**src/rtl/serial_pattern_gen_if.sv**
```systemverilog
// Request and serial-output bundle of serial_pattern_gen.
// master drives the load request, slave is the generator.
interface serial_pattern_gen_if #(
    parameter int unsigned W  = 8,
    parameter int unsigned LW = 4,
    parameter int unsigned RW = 4,
    parameter int unsigned GW = 3
);
    logic          start;
    logic [W-1:0]  pat;
    logic [LW-1:0] len;
    logic [RW-1:0] reps;
    logic [GW-1:0] gap;
    logic          x;
    logic          x_valid;
    logic          busy;
    logic          done;
    logic          err;

    modport master (
        output start, pat, len, reps, gap,
        input  x, x_valid, busy, done, err
    );

    modport slave (
        input  start, pat, len, reps, gap,
        output x, x_valid, busy, done, err
    );
endinterface

```
**src/rtl/serial_pattern_gen.sv**
```systemverilog
// Serial pattern transmitter: shifts pat[len-1:0] out MSB first, repeated reps times
// with gap idle cycles between repetitions. All outputs are registered.
module serial_pattern_gen #(
    parameter int unsigned W  = 8,
    parameter int unsigned LW = 4,
    parameter int unsigned RW = 4,
    parameter int unsigned GW = 3
) (
    input  logic               clk,
    input  logic               rst,
    serial_pattern_gen_if.slave bus
);
    localparam logic [LW-1:0] LenMax = LW'(W);

    typedef enum logic [1:0] {StIdle, StShift, StGap} state_e;

    state_e        state_q;
    logic [W-1:0]  pat_q;
    logic [W-1:0]  sh_q;
    logic [LW-1:0] len_q;
    logic [LW-1:0] bits_q;
    logic [RW-1:0] reps_q;
    logic [GW-1:0] gap_q;
    logic [GW-1:0] gap_cnt_q;
    logic          x_q;
    logic          x_valid_q;
    logic          busy_q;
    logic          done_q;
    logic          err_q;

    logic          len_ok;
    logic [W-1:0]  pat_aligned;

    // The active field is left-aligned so the current bit is always sh_q[W-1].
    always_comb begin
        len_ok      = (bus.len != '0) && (bus.len <= LenMax);
        pat_aligned = bus.pat << (LenMax - bus.len);
    end

    always_ff @(posedge clk) begin
        if (!rst) begin
            state_q   <= StIdle;
            pat_q     <= '0;
            sh_q      <= '0;
            len_q     <= '0;
            bits_q    <= '0;
            reps_q    <= '0;
            gap_q     <= '0;
            gap_cnt_q <= '0;
            x_q       <= 1'b0;
            x_valid_q <= 1'b0;
            busy_q    <= 1'b0;
            done_q    <= 1'b0;
            err_q     <= 1'b0;
        end else begin
            done_q <= 1'b0;
            err_q  <= 1'b0;
            unique case (state_q)
                StIdle: begin
                    x_q       <= 1'b0;
                    x_valid_q <= 1'b0;
                    busy_q    <= 1'b0;
                    if (bus.start) begin
                        if (len_ok) begin
                            pat_q     <= pat_aligned;
                            sh_q      <= pat_aligned;
                            len_q     <= bus.len;
                            bits_q    <= bus.len - LW'(1);
                            reps_q    <= (bus.reps == '0) ? RW'(1) : bus.reps;
                            gap_q     <= bus.gap;
                            x_q       <= pat_aligned[W-1];
                            x_valid_q <= 1'b1;
                            busy_q    <= 1'b1;
                            state_q   <= StShift;
                        end else begin
                            err_q <= 1'b1;
                        end
                    end
                end
                StShift: begin
                    if (bits_q != '0) begin
                        bits_q    <= bits_q - LW'(1);
                        sh_q      <= sh_q << 1;
                        x_q       <= sh_q[W-2];
                        x_valid_q <= 1'b1;
                    end else if (reps_q > RW'(1)) begin
                        reps_q <= reps_q - RW'(1);
                        if (gap_q != '0) begin
                            gap_cnt_q <= gap_q;
                            x_q       <= 1'b0;
                            x_valid_q <= 1'b0;
                            state_q   <= StGap;
                        end else begin
                            // Back-to-back repetition: reload without a bubble.
                            bits_q    <= len_q - LW'(1);
                            sh_q      <= pat_q;
                            x_q       <= pat_q[W-1];
                            x_valid_q <= 1'b1;
                        end
                    end else begin
                        x_q       <= 1'b0;
                        x_valid_q <= 1'b0;
                        busy_q    <= 1'b0;
                        done_q    <= 1'b1;
                        state_q   <= StIdle;
                    end
                end
                StGap: begin
                    if (gap_cnt_q == GW'(1)) begin
                        bits_q    <= len_q - LW'(1);
                        sh_q      <= pat_q;
                        x_q       <= pat_q[W-1];
                        x_valid_q <= 1'b1;
                        state_q   <= StShift;
                    end else begin
                        gap_cnt_q <= gap_cnt_q - GW'(1);
                    end
                end
                default: state_q <= StIdle;
            endcase
        end
    end

    assign bus.x       = x_q;
    assign bus.x_valid = x_valid_q;
    assign bus.busy    = busy_q;
    assign bus.done    = done_q;
    assign bus.err     = err_q;
endmodule

```
**src/flat_wrapper.sv**
```systemverilog
// flat-port wrapper written by rule: the top's interface ports become plain ports
module serial_pattern_gen_flat 
#(
    parameter int unsigned W  = 8,
    parameter int unsigned LW = 4,
    parameter int unsigned RW = 4,
    parameter int unsigned GW = 3
)
  (clk, rst, bus_start, bus_pat, bus_len, bus_reps, bus_gap, bus_x, bus_x_valid, bus_busy, bus_done, bus_err);
  serial_pattern_gen_if #(.W(W), .LW(LW), .RW(RW), .GW(GW)) bus_i ();
  input  logic clk;
  input  logic rst;
  input wire logic [$bits(bus_i.start)-1:0] bus_start;
  input wire logic [$bits(bus_i.pat)-1:0] bus_pat;
  input wire logic [$bits(bus_i.len)-1:0] bus_len;
  input wire logic [$bits(bus_i.reps)-1:0] bus_reps;
  input wire logic [$bits(bus_i.gap)-1:0] bus_gap;
  output wire logic [$bits(bus_i.x)-1:0] bus_x;
  output wire logic [$bits(bus_i.x_valid)-1:0] bus_x_valid;
  output wire logic [$bits(bus_i.busy)-1:0] bus_busy;
  output wire logic [$bits(bus_i.done)-1:0] bus_done;
  output wire logic [$bits(bus_i.err)-1:0] bus_err;
  assign bus_i.start = bus_start;
  assign bus_i.pat = bus_pat;
  assign bus_i.len = bus_len;
  assign bus_i.reps = bus_reps;
  assign bus_i.gap = bus_gap;
  assign bus_x = bus_i.x;
  assign bus_x_valid = bus_i.x_valid;
  assign bus_busy = bus_i.busy;
  assign bus_done = bus_i.done;
  assign bus_err = bus_i.err;
  serial_pattern_gen #(.W(W), .LW(LW), .RW(RW), .GW(GW)) u_core (.clk(clk), .rst(rst), .bus(bus_i));
endmodule
```
**config.mk**
```make
export PLATFORM = sky130hd
export DESIGN_NAME = serial_pattern_gen_flat
export DESIGN_NICKNAME = d
export VERILOG_FILES = /design/src/rtl/serial_pattern_gen_if.sv /design/src/rtl/serial_pattern_gen.sv /design/src/flat_wrapper.sv
export SDC_FILE = /design/constraint.sdc
export NUM_CORES = 1
export LEC_CHECK = 0
export ABC_AREA = 0
export BUFFER_PORTS_ARGS = -buffer_cell sky130_fd_sc_hd__buf_2
export CORE_AREA = 2 2 76 78
export CTS_CLUSTER_DIAMETER = 50
export DETAILED_ROUTE_END_ITERATION = 7
export DIE_AREA = 0 0 78 80
export PLACE_DENSITY = 0.68
export SLEW_MARGIN = 15
export SYNTH_ARGS = -nofsm -noshare
export SYNTH_HDL_FRONTEND = slang
export SYNTH_SLANG_ARGS = --single-unit
export TNS_END_PERCENT = 100
```
**constraint.sdc**
```tcl
create_clock -name clk -period 3.81 [get_ports clk]
set_input_delay 0.1905 -clock clk [delete_from_list [all_inputs] [get_ports clk]]
set_output_delay 0.1905 -clock clk [all_outputs]
set_load 0.01 [all_outputs]
```
==> reports/summary.log <==
qor: power_and_ir_drop.vdd_ir_drop_max 0.257 mV
qor: clock_network.post_cts.repair.setup_buffers 0
qor: sta.final-max-slew-violation-count 0
qor: clock_network.post_cts.resized_instances 0
qor: drt.met1_length 3130 microns
qor: drt.wl_per_cell 15.8 microns
qor: sta.unrepaired_setup_endpoints_after_global_routing no
qor: drt.detail_route.wirelength 6440 microns
qor: floorplan.vertical_die_dimension 80 microns
qor: worst_hold_path.timing.hold.worst.class input port to register
qor: place.placedCellCount 399
qor: place.hpwl 4700 microns
qor: sta.max_clock_freq 405 MHz
qor: worst_setup_path.cp-end-kind register
qor: sta.finalCritPeriodShare 64.8%
qor: sta.tightest_slew 0.970 ns
qor: clock_network.buffers_from_clock_root_to_sink_at_most 2
qor: drt.routed_via_density 6.00
qor: floorplan.num_rows 27
qor: yosys.synth_cell_type_count 62
qor: clock_network.htree_levels 2
qor: sta.max_slew_margin 35.3%
qor: finish.n_antenna_cell 0
qor: finish.drive_above_1_share 14.1%
qor: drt.drtPass1Iterations 4
qor: finish.area_growth 10.3%
qor: power_and_ir_drop.power-per-cell-area 694 nW/um^2
qor: place.gp_congestion 0.822
qor: yosys.postSynthNetCount 353
qor: sta.final.setup_skew 0.00898 ns
qor: yosys.seq_area_frac_synth 30.6%
qor: drt.top_signal_layer_used met4
qor: yosys.synth_enable_flop_cells 0
qor: sta.endpoints_failing_hold 0
qor: status.outcome complete, no violations
qor: global_routing.grt_pass1_wl 10,800 microns
qor: sta.setup_total_negative_slack 0 ns
qor: global_routing.grt_pass1_vias 2,184
qor: clock_network.cts-buffers-inserted 5
qor: drt.met3WireLength 354 microns
qor: worst_setup_path.cp.arrival 2.67 ns
qor: clock_network.cts_sinks 40
qor: worst_setup_path.crit_fanout 28
qor: yosys.post_synthesis_register_bit_count 40
qor: drt.vias 2,434
qor: global_routing.grtUsageTotal 21.8%
qor: floorplan.floorplan.die.width 78 microns
qor: worst_setup_path.crit_required 4.01 ns
qor: sta.final_worst_setup_slack 1.34 ns
qor: yosys.async_flop_share 0%
qor: clock_network.clk_root_buffer_cell sky130_fd_sc_hd__clkbuf_8
qor: global_routing.antenna_found_initial 0
qor: worst_setup_path.setup.worst_path.start_class register
qor: floorplan.floorplan.initialDensity 48.4%
qor: power_and_ir_drop.power.static_leakage 1.11 nW
qor: global_routing.gr-total-overflow 0
qor: worst_setup_path.timing.setup.critical_path_class register to register
qor: finish.layout.cells.non_filler 406
qor: floorplan.core_region_area 5410 sq um
qor: finish.final_net_count 368
qor: place.portBuffers 26
qor: place.dp_slack 1.40 ns
qor: clock_network.cts_tree yes
qor: power_and_ir_drop.total_power 2.00 mW
qor: job.maxCapViolCount 0
qor: yosys.synth_area 2620 sq um
qor: yosys.dominantRegCellSynth sky130_fd_sc_hd__dfxtp_1
qor: yosys.post_synth.cell_area_avg 8.21 sq um
qor: clock_network.clock_latency 0.29 ns
qor: clock_network.cts.clk_slew.worst_paths 0.08 ns
qor: yosys.syn-instance-count 319
qor: sta.finalSetupViolCount 0
qor: floorplan.design.die.area 6240 sq um
qor: yosys.ys.warnings.count 0
qor: drt.drc 0
qor: finish.layout.filler_cells 550
qor: drt.detailroute.wirelength.met2 2830 microns
qor: sta.layout_min_cycle_time 2.47 ns
qor: clock_network.cts_hold_repair.buffers 0
qor: drt.dr.first_iter.drc_count 189
qor: drt.drtAntennaViolNets 0
qor: floorplan.design.portCount 27
qor: global_routing.grt_max_degree 29
qor: finish.post_layout_utilization_of_the_core 53.4%
[per-layer routing]
layer	up-vias	GRT usage [%]
met1	1139	30.7
met4	0	6.49
met2	74	34.1
met5	-	0
li1	1208	-
met3	13	4.07
[worst max-delay path, stage by stage (launching register included)]
cell and delay, ns:
sky130_fd_sc_hd__dfxtp_1 0.35, sky130_fd_sc_hd__inv_1 0.08, sky130_fd_sc_hd__ha_1 0.80, sky130_fd_sc_hd__and4bb_2 0.41, sky130_fd_sc_hd__or2_2 0.23, sky130_fd_sc_hd__a32o_1 0.16
sky130_fd_sc_hd__a22oi_1 0.07, sky130_fd_sc_hd__a211oi_1 0.27
[registers in the layout, summed over array words and instances, names as in the netlist, 2 cells and up]
register and flops:
u_core.pat_q 8, u_core.sh_q 7, u_core.bits_q 4, u_core.len_q 4, u_core.reps_q 4, u_core.gap_cnt_q 3
u_core.gap_q 3, u_core.state_q 2
[synth_stat cells, drive strengths merged (8+ instances only)]
| cell type | instances | area, sq um |
|---|---|---|
| a211oi | 8 | 60.1 |
| inv | 19 | 71.3 |
| mux2i | 12 | 120 |
| nand2 | 36 | 135 |
| nor3 | 12 | 60.1 |
| o21ai | 14 | 73.8 |
| buf | 10 | 53.8 |
| a21oi | 27 | 139 |
| a22oi | 9 | 67.6 |
| dfxtp | 40 | 801 |
| nor2 | 22 | 82.6 |
| ha | 12 | 150 |
| clkbuf | 9 | 33.8 |
| nand3 | 12 | 60.1 |
[path summary, 6_finish.rpt]
kind	from	to	slack, ns	cells past startpoint
max reg2reg	u_core.state_q[1]	u_core.sh_q[3]	1.34	7
min reg2reg	u_core.bus.x_valid	u_core.bus.x_valid	0.46	2
max	u_core.state_q[1]	u_core.sh_q[3]	1.34	7
min	bus_gap[1]	u_core.gap_q[1]	0.13	3
[power by group]
part	switching (mW)	internal [mW]	total (mW)	leakage, nW
clock	0.148	0.258	0.406	0.0642
sequential	0.0929	0.517	0.609	0.327
combinational	0.608	0.381	0.989	0.724
total	0.849	1.16	2.00	1.11
[stage by stage]
step	hold WS (ns)	area (sq um)
floorplan	0.326	2620
detailed placement	0.441	2760
finish	0.129	2890
CTS	0.125	2890
global placement	0.439	2760
global route	0.146	2890
[cells by family after synthesis]
family / after synthesis / share of synthesized area, %
XOR/XNOR: 6 / 2.58
multiplexers: 16 / 8.46
flip-flops: 40 / 30.6
adder cells (fa/ha/maj): 12 / 5.73
AO/OA/AOI/OAI: 101 / 26.5
AND/OR/NAND/NOR: 106 / 20.1
buffers and inverters: 38 / 6.07
[layout by cell type (no fill, tap or decap), drive strengths merged, types with 5 or more instances in the layout]
master	n
a211oi	8
a21oi	27
a22oi	9
a32o	5
buf	27
clkbuf	5
dfxtp	40
ha	12
inv	19
mux2i	12
nand2	36
nand2b	5
nand3	12
nor2	22
nor3	12
o21ai	14
o31ai	5
[area by class of cell]
type                       instances  area [sq um]  area share, %
multi-input combinational        241          1660           57.5
sequential                        40           801           27.7
timing repair buffer              27           138           4.77
tap                               72          90.1           3.12
inverter                          19          71.3           2.47
clock buffer                       5          68.8           2.38
clock inverter                     2          60.1           2.08
(Power assumes the default switching activity.)
